--- src/rtl/uart_receiver.sv ---
// 8N1 UART receiver with 16x oversampling and an internal oversample tick divider.
// Bytes are offered over a valid/ready handshake; framing and overrun errors are pulsed.
module uart_receiver #(
    parameter int unsigned SYS_CLK  = 30000000,
    parameter int unsigned BAUDRATE = 9600,
    parameter int unsigned TICK_DIV = SYS_CLK / (BAUDRATE * 16)
) (
    input  logic       sys_clk,
    input  logic       rst,
    input  logic       rx,
    output logic [7:0] rx_data,
    output logic       rx_valid,
    input  logic       rx_ready,
    output logic       frame_err,
    output logic       overrun
);

    localparam int unsigned CNT_W = $clog2(TICK_DIV + 1);

    typedef enum logic [1:0] {
        S_IDLE,
        S_START,
        S_DATA,
        S_STOP
    } state_t;

    state_t           r_state;
    state_t           w_state_nx;
    logic [CNT_W-1:0] r_tick_cnt;
    logic             w_tick;
    logic             r_sync1;
    logic             r_rx_s;
    logic             r_prev_s;
    logic [3:0]       r_os_cnt;
    logic [3:0]       w_os_nx;
    logic [2:0]       r_bit_cnt;
    logic [2:0]       w_bit_nx;
    logic [7:0]       r_shreg;
    logic [7:0]       w_sh_nx;
    logic [7:0]       r_rx_data;
    logic [7:0]       w_data_nx;
    logic             r_rx_valid;
    logic             w_valid_nx;
    logic             r_frame_err;
    logic             w_ferr_nx;
    logic             r_overrun;
    logic             w_ovr_nx;

    assign w_tick    = (r_tick_cnt == CNT_W'(TICK_DIV - 1));
    assign rx_data   = r_rx_data;
    assign rx_valid  = r_rx_valid;
    assign frame_err = r_frame_err;
    assign overrun   = r_overrun;

    // Oversample tick divider, input synchroniser and tick-rate edge history
    always_ff @(posedge sys_clk) begin
        if (rst) begin
            r_tick_cnt <= '0;
            r_sync1    <= 1'b1;
            r_rx_s     <= 1'b1;
            r_prev_s   <= 1'b1;
        end else begin
            r_tick_cnt <= w_tick ? '0 : r_tick_cnt + CNT_W'(1);
            r_sync1    <= rx;
            r_rx_s     <= r_sync1;
            if (w_tick) begin
                r_prev_s <= r_rx_s;
            end
        end
    end

    // FSM state and datapath registers
    always_ff @(posedge sys_clk) begin
        if (rst) begin
            r_state     <= S_IDLE;
            r_os_cnt    <= '0;
            r_bit_cnt   <= '0;
            r_shreg     <= '0;
            r_rx_data   <= '0;
            r_rx_valid  <= 1'b0;
            r_frame_err <= 1'b0;
            r_overrun   <= 1'b0;
        end else begin
            r_state     <= w_state_nx;
            r_os_cnt    <= w_os_nx;
            r_bit_cnt   <= w_bit_nx;
            r_shreg     <= w_sh_nx;
            r_rx_data   <= w_data_nx;
            r_rx_valid  <= w_valid_nx;
            r_frame_err <= w_ferr_nx;
            r_overrun   <= w_ovr_nx;
        end
    end

    // Next-state logic; an acceptance in the stop-sample cycle frees the buffer for the new byte
    always_comb begin
        w_state_nx = r_state;
        w_os_nx    = r_os_cnt;
        w_bit_nx   = r_bit_cnt;
        w_sh_nx    = r_shreg;
        w_data_nx  = r_rx_data;
        w_valid_nx = r_rx_valid & ~rx_ready;
        w_ferr_nx  = 1'b0;
        w_ovr_nx   = 1'b0;
        if (w_tick) begin
            case (r_state)
                S_IDLE: begin
                    if (!r_rx_s && r_prev_s) begin
                        w_state_nx = S_START;
                        w_os_nx    = '0;
                    end
                end
                S_START: begin
                    w_os_nx = r_os_cnt + 4'd1;
                    if (r_os_cnt == 4'd7) begin
                        if (!r_rx_s) begin
                            w_state_nx = S_DATA;
                            w_os_nx    = '0;
                            w_bit_nx   = '0;
                        end else begin
                            w_state_nx = S_IDLE;
                        end
                    end
                end
                S_DATA: begin
                    w_os_nx = r_os_cnt + 4'd1;
                    if (r_os_cnt == 4'd15) begin
                        w_sh_nx = {r_rx_s, r_shreg[7:1]};
                        if (r_bit_cnt == 3'd7) begin
                            w_state_nx = S_STOP;
                            w_os_nx    = '0;
                        end else begin
                            w_bit_nx = r_bit_cnt + 3'd1;
                        end
                    end
                end
                S_STOP: begin
                    w_os_nx = r_os_cnt + 4'd1;
                    if (r_os_cnt == 4'd15) begin
                        w_state_nx = S_IDLE;
                        if (r_rx_s) begin
                            if (!r_rx_valid || rx_ready) begin
                                w_data_nx  = r_shreg;
                                w_valid_nx = 1'b1;
                            end else begin
                                w_ovr_nx = 1'b1;
                            end
                        end else begin
                            w_ferr_nx = 1'b1;
                        end
                    end
                end
                default: w_state_nx = S_IDLE;
            endcase
        end
    end

endmodule

--- config.mk ---
export PLATFORM = sky130hd
export DESIGN_NAME = uart_receiver
export DESIGN_NICKNAME = d
export VERILOG_FILES = /design/src/rtl/uart_receiver.sv
export SDC_FILE = /design/constraint.sdc
export NUM_CORES = 1
export LEC_CHECK = 0
export CELL_PAD_IN_SITES_DETAIL_PLACEMENT = 0
export CELL_PAD_IN_SITES_GLOBAL_PLACEMENT = 1
export CORE_ASPECT_RATIO = 0.7
export CORE_MARGIN = 3
export CORE_UTILIZATION = 43
export CTS_CLUSTER_SIZE = 14
export DETAILED_ROUTE_END_ITERATION = 8
export PLACE_DENSITY = 0.78
export SLEW_MARGIN = 20
export SYNTH_ARGS = -nofsm -noshare
export SYNTH_HDL_FRONTEND = slang
export SYNTH_SLANG_ARGS = --single-unit
export TNS_END_PERCENT = 50
--- constraint.sdc ---
create_clock -name sys_clk -period 2.38 [get_ports sys_clk]
set_clock_uncertainty 0.2 [all_clocks]
set_input_delay 0.476 -clock sys_clk [delete_from_list [all_inputs] [get_ports sys_clk]]
set_output_delay 0.476 -clock sys_clk [all_outputs]
set_load 0.05 [all_outputs]
==> flow_metrics.env <==
export IMPL_status="completed"
export IMPL_p_seq_share_pct=53.4
export IMPL_final_nets=206
export IMPL_grt_pass1_wl_um=6050
export IMPL_cts_tree="done"
export IMPL_max_cap_viol_count=0
export IMPL_wl_um=3520
export IMPL_die_w_um=80.2
export IMPL_power_w=0.00125
export IMPL_synth_fp_nets=190
export IMPL_rows=18
export IMPL_critPathLaunchType="flip-flop"
export IMPL_cts_path_max_buffers=2
export IMPL_cts_clk_slew_worst_paths_ns=0.08
export IMPL_cp_arrival_ns=1.43
export IMPL_power_density_mw_per_mm2=635
export IMPL_cts_num_sinks=39
export IMPL_insertedDiodeCount=0
export IMPL_postLayoutCellArea_mm2=0.00196
export IMPL_critPathBufInv=1
export IMPL_p_leak_nw=0.703
export IMPL_dr_pass1_iters=4
export IMPL_ant_nets=0
export IMPL_grt_antenna_before_repair=0
export IMPL_report_final_setup_viol=0
export IMPL_p_int_w=0.000985
export IMPL_dp_slack_ns=0.335
export IMPL_hold_class="reg -> reg"
export IMPL_first_global_vias=1334
export IMPL_slew_violations=0
export IMPL_cts_root_buf="clkbuf_8"
export IMPL_ioPinCount=15
export IMPL_crit_type="reg -> out"
export IMPL_nFillCells=348
export IMPL_dp_hpwl_um=2580
export IMPL_ctsHtreeMaxLevel=2
export IMPL_core_area_mm2=0.00360
export IMPL_post_drt_via_cell_ratio=5.45
export IMPL_ys_types=37
export IMPL_post_cts_resized=0
export IMPL_cts_buffers=5
export IMPL_avgSynthCellArea_um2=9.15
export IMPL_cpPeakStageDelay_ns=0.80
export IMPL_period_minus_slack_ns=2.11
export IMPL_crit_chain="clkdlybuf4s50_1"
export IMPL_p_clk_share_pct=43.7
export IMPL_critPathSlowestCell="clkdlybuf4s50_1"
export IMPL_wl_per_cell_um=14.2
export IMPL_chipHeight_um=57.9
export IMPL_setup_slack_ns=0.270
export IMPL_drtIter0Drc=78
export IMPL_path_max_fanout=2
export IMPL_start_util_pct=45.9
export IMPL_p_comb_share_pct=2.9
export IMPL_tns_ns=0
export IMPL_ys_seq_area_share_pct=47.2
export IMPL_critPathRequiredTime_ns=1.70
export IMPL_io_buffers=14
export IMPL_grt_use_total_pct=17.0
export IMPL_end_kind="primary output"
export IMPL_dpl_cell_area_mm2=0.00185
export IMPL_ys_ff_latch=39
export IMPL_grt_max_degree=22
export IMPL_relSlewSlack_pct=66.1
export IMPL_p_sw_share_pct=20.9
export IMPL_drc_errors=0
export IMPL_dieArea_mm2=0.00464
export IMPL_routabilityCongestion=0.820
export IMPL_rsz0062_at_grt="no"
export IMPL_mappedNetlistArea_mm2=0.00166
export IMPL_finalHoldViolCount=0
export IMPL_irDropWorstVdd_mv=0.305
export IMPL_vias=1352
export IMPL_cts_hold_buf=0
export IMPL_clock_fmax_mhz=474
export IMPL_clock_latency_ns=0.29
export IMPL_drive_gt1_share_pct=8.59
export IMPL_fin_crit_sh_pct=88.6
export IMPL_syn_to_final_growth_pct=18.5
export IMPL_critPathTopFamily="buffers and inverters"
export IMPL_yosysWarnings=0
export IMPL_overflow=0
export IMPL_tightest_slew_ns=0.507
export IMPL_cts_setup_buffers=0
export IMPL_synthCells=181
export IMPL_fin_util_pct=54.4
export IMPL_p_sw_w=0.000260
registers in the layout, summed over array words and instances (netlist names), 3 cells and up, named ones only:
signal and flops:
r_bit_cnt 3, r_os_cnt 4, r_tick_cnt 8, r_shreg 8
rx_data 8
cells in the mapped netlist:
cell type	count	area, um2
mux2i_1	8	80.1
or2_2	3	18.8
nand4b_1	3	26.3
nor3_1	2	10.0
nor2_1	19	71.3
nand2_2	1	6.26
o311ai_0	1	8.76
and4bb_2	1	12.5
o211ai_1	2	15.0
a22oi_1	1	7.51
and2_1	3	18.8
ha_1	5	62.6
nand4_1	2	12.5
xnor2_1	4	35.0
o21ai_0	15	75.1
nand2_1	6	22.5
and3_1	1	6.26
and4_1	5	43.8
a32oi_1	1	8.76
o41ai_1	1	8.76
o221ai_1	1	8.76
nor3b_4	1	18.8
nand2b_1	2	12.5
a31oi_1	1	6.26
clkbuf_1	6	22.5
inv_1	4	15.0
nand3_1	15	75.1
buf_1	1	3.75
a41oi_1	1	8.76
a21oi_1	14	70.1
nor2b_1	4	25.0
or4_1	1	7.51
buf_2	1	5.00
dfxtp_1	39	781
xor2_1	3	26.3
or3_1	2	12.5
nor4_1	1	6.26
power groups by stage:
| stage | Clock (W) | Combinational, W | Sequential (W) |
|---|---|---|---|
| after detailed placement | 0 | 0.0000356 | 0.000681 |
| final | 0.000544 | 0.0000355 | 0.000665 |
| after global routing | 0.000591 | 0.0000399 | 0.000666 |
| after floorplan | 0 | 0.0000243 | 0.000678 |
| after global placement | 0 | 0.0000346 | 0.000680 |
| after CTS | 0.000556 | 0.0000358 | 0.000665 |
area by class of cell:
class                      count  area, um2  area share (%)
clock buffer                   5       68.8            3.51
clock inverter                 3       43.8            2.23
inverter                       4       15.0           0.765
sequential                    39        781            39.8
timing repair buffer          17        163            8.29
multi-input combinational    130        828            42.2
tap                           50       62.6            3.19
cell usage in the layout (no fill, tap or decap), drive strengths merged, types with 4 or more instances in the layout:
master          n
clkbuf          5
inv             4
clkdlybuf4s50  14
ha              5
mux2i           8
and4            5
nand3          15
dfxtp          39
nand2           7
a21oi          14
nor2           19
xnor2           4
o21ai          15
nor2b           4
kinds of logic after synthesis:
kind of cell	after synthesis	synth area share (%)
AO/OA/AOI/OAI	38	13.2
XOR/XNOR	7	3.70
multiplexers	8	4.84
AND/OR/NAND/NOR	72	24.6
flip-flops	39	47.2
buffers and inverters	12	2.80
adder cells (fa/ha/maj)	5	3.78
per-stage QoR:
step,hold WS [ns],cells
global route,0.260,248
detailed placement,0.205,240
global placement,0.200,240
finish,0.225,248
CTS,0.227,248
floorplan,0.189,181
metal layers:
metal	share of wire [%]	track usage [%]
met1	47	21.6
met2	47	27.1
met3	4.6	5.28
met4	0.88	6.51
met5	0	0
path summary, 6_finish.rpt:
| check | cells past startpoint | endpoint | from | slack, ns |
|---|---|---|---|---|
| setup / recovery | 1 | rx_data[1] | rx_data[1] | 0.27 |
| hold / removal | 1 | r_rx_s | r_sync1 | 0.22 |
| setup reg to reg | 6 | r_shreg[1] | r_tick_cnt[0] | 0.36 |
| hold reg to reg | 1 | r_rx_s | r_sync1 | 0.22 |
(Power assumes the default switching activity.)
